**config.mk**
```make
export PLATFORM = sky130hd
export DESIGN_NAME = fifo_fwft_unpacker
export DESIGN_NICKNAME = d
export VERILOG_FILES = /design/src/rtl/fifo_fwft_unpacker.sv
export SDC_FILE = /design/constraint.sdc
export NUM_CORES = 1
export LEC_CHECK = 0
export ABC_AREA = 1
export ABC_CLOCK_PERIOD_IN_PS = 4390
export BUFFER_PORTS_ARGS = -buffer_cell sky130_fd_sc_hd__buf_2
export CORE_UTILIZATION = 40
export CTS_CLUSTER_SIZE = 28
export DETAILED_ROUTE_END_ITERATION = 6
export RECOVER_POWER = 100
export SLEW_MARGIN = 20
export SYNTH_ARGS = -nofsm -noshare
export SYNTH_HDL_FRONTEND = slang
export SYNTH_SLANG_ARGS = --single-unit
```
**constraint.sdc**
```tcl
create_clock -name clk -period 4.39 [get_ports clk]
set_clock_uncertainty 0.15 [all_clocks]
set_input_delay 0.878 -clock clk [delete_from_list [all_inputs] [get_ports clk]]
set_output_delay 0.878 -clock clk [all_outputs]
set_load 0.02 [all_outputs]
```
**src/rtl/fifo_fwft_unpacker.sv**
```systemverilog
// ---------------------------------------------------------------------------
// fifo_fwft_unpacker
//
// Sits directly behind the two-word FWFT FIFO. Pops one IN_BITS word and
// presents it downstream as RATIO = IN_BITS/OUT_BITS slices of OUT_BITS each,
// through another FWFT interface. Sustains one slice per clock. When a word
// follows immediately, there is no bubble between the last slice of one word
// and the first slice of the next.
//
// Configuration macro:
//   FIFO_UNPACK_MSB_FIRST_EN  defined   : most significant slice emitted first
//                             undefined : least significant slice emitted first
//   The macro only changes slice order. Handshake and timing are identical.
//
// Ports:
//   clk            in   rising-edge clock
//   reset          in   asynchronous, active-high reset
//   in_not_empty   in   upstream FIFO presents a valid word on in_data
//   in_data        in   upstream FWFT word (IN_BITS)
//   in_shift_out   out  combinational pop strobe to the upstream FIFO
//   out_shift_out  in   downstream consumes the current slice
//   out_not_empty  out  out_data is valid
//   out_data       out  current slice (OUT_BITS)
//   out_first      out  current slice is slice 0 of its word
//   out_last       out  current slice is slice RATIO-1 of its word
//
// Handshake (both sides are FWFT): a transfer happens on a rising edge when
// the producer's not_empty and the consumer's shift_out are both high. Data is
// valid whenever not_empty is high, without waiting for shift_out. shift_out
// is ignored while not_empty is low. Once not_empty is high, data stays stable
// until the transfer happens.
// ---------------------------------------------------------------------------
module fifo_fwft_unpacker #(
    parameter int IN_BITS  = 32,
    parameter int OUT_BITS = 8
) (
    input  logic                clk,
    input  logic                reset,
    input  logic                in_not_empty,
    input  logic [IN_BITS-1:0]  in_data,
    output logic                in_shift_out,
    input  logic                out_shift_out,
    output logic                out_not_empty,
    output logic [OUT_BITS-1:0] out_data,
    output logic                out_first,
    output logic                out_last
);

    localparam int RATIO = IN_BITS / OUT_BITS;
    localparam int SEL_W = $clog2(RATIO);
    localparam logic [SEL_W-1:0] SEL_LAST = SEL_W'(RATIO - 1);

    logic [IN_BITS-1:0]  hold_data;
    logic                hold_valid;
    logic [SEL_W-1:0]    sel;
    logic                take;
    logic                at_last;
    logic [OUT_BITS-1:0] slices [RATIO];

    // Slice k of the held word. The macro selects the order in which slices
    // are emitted. Indexing by sel is then a plain mux.
    for (genvar k = 0; k < RATIO; k++) begin : g_slice
`ifdef FIFO_UNPACK_MSB_FIRST_EN
        assign slices[k] = hold_data[IN_BITS-1-k*OUT_BITS -: OUT_BITS];
`else
        assign slices[k] = hold_data[k*OUT_BITS +: OUT_BITS];
`endif
    end

    assign take    = out_shift_out && hold_valid;
    assign at_last = (sel == SEL_LAST);

    // The pop is gated by reset. This prevents a word from being removed from
    // the FIFO in a cycle whose capture would then be lost to the reset.
    assign in_shift_out = !reset && in_not_empty && (!hold_valid || (take && at_last));

    assign out_not_empty = hold_valid;
    assign out_data      = slices[sel];
    assign out_first     = hold_valid && (sel == '0);
    assign out_last      = hold_valid && at_last;

    always_ff @(posedge clk or posedge reset) begin
        if (reset) begin
            hold_data  <= '0;
            hold_valid <= 1'b0;
            sel        <= '0;
        end else if (in_shift_out) begin
            hold_data  <= in_data;
            hold_valid <= 1'b1;
            sel        <= '0;
        end else if (take && at_last) begin
            // The word is drained. hold_data is left as is because nothing
            // reads it while hold_valid is low.
            hold_valid <= 1'b0;
            sel        <= '0;
        end else if (take) begin
            sel <= sel + 1'b1;
        end
    end

endmodule

```
---- Word level (Yosys, flattened, before mapping) ----
Index checks and enable logic that the tools add are counted.
cells by class
  mux-type cells .......................... 8
  bitwise gates (word level) .............. 1
  add/subtract/negate cells ............... 1
  reductions and logical operators ........ 12
  equality and inequality tests ........... 1
  $lt $le $gt $ge ......................... 1
operators with widths
  kind                                                      number
  binary-select mux 8 bit (select 2 bit)                    1
  2-to-1 mux 8 bit                                          2
  logical AND 1 bit                                         6
  2-to-1 mux 2 bit                                          3
  greater-or-equal comparator 3 bit, second input constant  1
  NOT 2 -> 3 bit                                            1
  nonzero test 3 bit                                        1
  adder 2 x 1 -> 2 bit, second input constant               1
  equality test 2 bit, second input constant                1
  zero test 1 bit                                           2
  zero test 2 bit                                           1
  2-to-1 mux 1 bit                                          2
  nonzero test 2 bit                                        1
  logical OR 1 bit                                          1
storage, ports and cells
  output and inout port bits .............. 12
  word-level logic and storage cells ...... 27
  bits of input ports ..................... 36
  bits in registers ....................... 35

---- Longest topological paths before layout ----
  depth after elaboration ................. 5
  depth in mapped cells ................... 8

---- Worst setup path before layout ----
OpenSTA, ideal clock, no wires.
  kind .................................... input to output
  start ................................... input port out_shift_out
  end ..................................... output port in_shift_out
  slack ................................... 1.991 ns
  stages .................................. 5
  buffers on the path ..................... 1
  required time ........................... 3.362 ns
  arrival time ............................ 1.371 ns
  cells stage by stage .................... nand3_1 -> nand2_1 -> nand2_2 -> inv_4 -> buf_6
on the way
  cells in the longest elaborated chain, start to end .. 4
ends and longest elaborated chain
  element            RTL line  source
  from (decl)        42        input logic out_shift_out,
  logical AND 1 bit  70        assign take = out_shift_out && hold_valid;
  logical AND 1 bit  75        assign in_shift_out = !reset && in_not_empty && (!hold_valid || (take && at_last));
  logical OR 1 bit   75
  logical AND 1 bit  75
  to (decl)          41        output logic in_shift_out,
No other way between the ends.

---- Worst setup path after layout ----
  start ................................... register sel[0]
  end ..................................... output port out_first
on the way
  cells in the longest elaborated chain, start to end .. 2
ends and longest elaborated chain
  element                 RTL line  source
  from (decl)             55        logic [SEL_W-1:0] sel;
  from (signal assigned)  97        sel <= sel + 1'b1;
  zero test 2 bit         79        assign out_first = hold_valid && (sel == '0);
  logical AND 1 bit       79
  to (decl)               45        output logic out_first,
No other way between the ends.

==> flow_metrics.py <==
metrics = {
    "synth": {
        "synth_area_leaders": "dfrtp_1, nand2_1, o21ai_0",
        "synthDominantCellAreaShare": 0.5414,
        "ys_types": 15,
        "synth_warnings": 0,
        "syn_inst": 206,
        "avgSynthCellArea_um2": 7.853,
        "synth_top_cell_by_area": "dfrtp_1",
        "synth-seq-area-share": 0.5414,
        "synth_area_mm2": 0.001618,
        "ys_ff_latch": 35,
        "synth_nets": 244,
    },
    "cells_and_area": {
        "postLayoutCoreUtil": 0.5103,
        "seqCellArea_um2": 875.8,
        "n_antenna_cell": 0,
        "layoutNonFillerInstCount": 302,
        "nets": 291,
        "syn_to_final_growth_pct": 18.95,
        "drive_gt1_frac": 0.1693,
        "multi_input_area_um2": 643.1,
        "fillers": 399,
    },
    "floorplan": {
        "start_util": 0.4290,
        "num_io_pins": 48,
        "dieArea_mm2": 0.004303,
        "die_x_um": 65.60,
        "rows": 22,
        "core_mm2": 0.003771,
        "die_y_um": 65.60,
    },
    "route": {
        "drc_errors": 0,
        "first_iter_violations": 46,
        "dr_total_vias": 1429,
        "viasPerCell": 4.732,
        "drtPass1Iterations": 4,
        "wire_per_inst_um": 11.37,
        "drt_wl_total_mm": 3.433,
        "ant_nets": 0,
    },
    "clock_network": {
        "numCtsBuffers": 5,
        "ctsHoldBuffers": 0,
        "cts.sinks": 35,
        "htreeDepth": 2,
        "clock_latency_ps": 280,
        "clockBufferDepth": 2,
        "cts_resized": 0,
        "clkTransAtPathRegs_ps": 70,
        "post_cts_buffers": 0,
        "cts_tree": "yes",
        "cts_root_buf": "clkbuf_8",
    },
    "power_and_ir_drop": {
        "cellLeakagePower_nw": 1.059,
        "p_sw_frac": 0.4278,
        "p_switching_uw": 580.2,
        "internal-power_uw": 776.2,
        "total_power_mw": 1.356,
        "pwr-share-seq": 0.419,
        "clkPwrFrac": 0.161,
        "power.density_mw_per_mm2": 704.9,
        "power.share.combinational": 0.420,
        "ir_drop_uv": 287.1,
    },
    "sta": {
        "hold_viol_final": 0,
        "relSlewSlack": -0.2478,
        "period_needed_ps": 3429,
        "slew_violations": 37,
        "clock.fmax_ghz": 0.2916,
        "hold_slack_ps": 324.3,
        "worst_pin_slew_ps": 1872,
        "fin_crit_sh": 0.7812,
        "tns_ps": 0,
        "grt_setup_unrepaired": "false",
        "setup_violations": 0,
    },
    "critical_path": {
        "cp_slowest_stage_delay_ps": 600,
        "slowest_stage": "clkinv_1",
        "path_class": "reg2out",
        "cp_max_fo": 19,
        "cp.arrival_ps": 2400,
        "path_common_cell": "clkbuf_1",
        "path_cells": "clkbuf_1 > clkinv_1 > ha_1 > nand2_1 > inv_1 > clkbuf_1",
        "worst_ep_required_time_ps": 3360,
        "setup.worst_path.end_class": "output port",
        "ff2ff_path_depth": 5,
        "critPathLaunchType": "flip-flop",
    },
    "placed_design": {
        "port-buffer-count": 47,
        "place_congestion": 0.7364,
        "dp_hpwl_mm": 2.352,
        "dpl.cell_count": 294,
    },
    "worst_hold_path": {
        "hold_class": "reg2reg",
        "worstHoldPathCells": 2,
    },
    "global_routing": {
        "grt_max_degree": 37,
        "grt_pass1_wl_mm": 5.878,
        "antenna_found_initial": 0,
        "grt_usage": 0.1899,
        "grt_pass1_vias": 1365,
        "overflow": 0,
    },
    "outcome": {
        "failed_checks": "capacitance limit, slew limit",
        "outcome": "finished with violations",
    },
    "flow_run": {
        "drv_cap": 1,
    },
}
-- flip-flops by register name, summed over array words and instances, names as in the netlist --
name and cells:
hold_data 32, out_not_empty 1, sel 2
-- layout by cell type (no fill, tap or decap) --
cell and instances:
nand2_2 1, o21ai_0 17, nand4_1 1, clkbuf_1 16, ha_1 2, clkinv_2 1
clkinv_1 1, dfrtp_1 35, clkbuf_8 5, nand2_1 103, inv_1 7, inv_4 1
o22ai_1 8, nor2_1 17, nand3_1 4, buf_2 35
-- worst max-delay path, delay by kind of cell, from the launching register on --
family | cells | cell delay, ps
adders and majority gates | 1 | 400
DFF | 1 | 350
and+or+nand+nor | 1 | 60
buffers and inverters | 4 | 1300
-- area by class of cell --
class	instances	area share
Sequential cell	35	0.4551
Multi-Input combinational cell	153	0.3342
Timing Repair Buffer	49	0.1183
Clock buffer	7	0.03966
Tap cell	48	0.03121
Inverter	9	0.01886
Clock inverter	1	0.002601
-- power groups by stage --
| stage | Clock, mW | Combinational, mW | Sequential, mW |
|---|---|---|---|
| after floorplan | 0 | 0.446 | 0.548 |
| after global placement | 0 | 0.594 | 0.573 |
| after detailed placement | 0 | 0.600 | 0.573 |
| after CTS | 0.227 | 0.603 | 0.569 |
| after global routing | 0.242 | 0.662 | 0.584 |
| final | 0.219 | 0.570 | 0.568 |
-- per-stage QoR --
stage          setup slack (ps)  instance area [µm²]
6_report                  960.6                 1924
5_1_grt                   606.5                 1924
4_1_cts                    1045                 1947
3_5_place_dp               1150                 1866
3_3_place_gp               1175                 1866
2_1_floorplan              1991                 1618
-- layer usage --
layer	vias to the layer above	share of wire	global-route usage	wire (µm)
li1	738	-	-	-
met1	654	0.47	0.2284	1601
met2	30	0.47	0.3080	1609
met3	7	0.044	0.05903	152
met4	0	0.020	0.08967	70
met5	-	0	0	0
-- cells by family after synthesis --
family	count (synthesis)	share of synthesized area
and+or+nand+nor	126	0.2985
buffers and inverters	18	0.06110
DFF	35	0.5414
adders and majority gates	2	0.01547
AOI/OAI and AO/OA	25	0.08353
-- synth_stat cells --
cell type / instances
inv_4: 1
nand2_2: 1
nand2_1: 103
o21ai_0: 17
buf_2: 5
inv_1: 7
dfrtp_1: 35
nor2_1: 17
nand4_1: 1
clkinv_1: 1
o22ai_1: 8
nand3_1: 4
clkbuf_1: 1
buf_6: 3
ha_1: 2
-- final timing paths --
path                            slack, ps                 startpoint                         to
worst min-delay path                  320  hold_data[13]$_DFFE_PP0P_  hold_data[13]$_DFFE_PP0P_
worst min register to register        320  hold_data[13]$_DFFE_PP0P_  hold_data[13]$_DFFE_PP0P_
worst max register to register       2050         sel[0]$_DFFE_PP0P_         sel[1]$_DFFE_PP0P_
min in group asynchronous            1090                      reset  out_not_empty$_DFFE_PP0P_
worst max-delay path                  960         sel[0]$_DFFE_PP0P_                  out_first
max in group asynchronous            1910                      reset  hold_data[13]$_DFFE_PP0P_
Note: power is estimated with default switching activity, not from simulation.
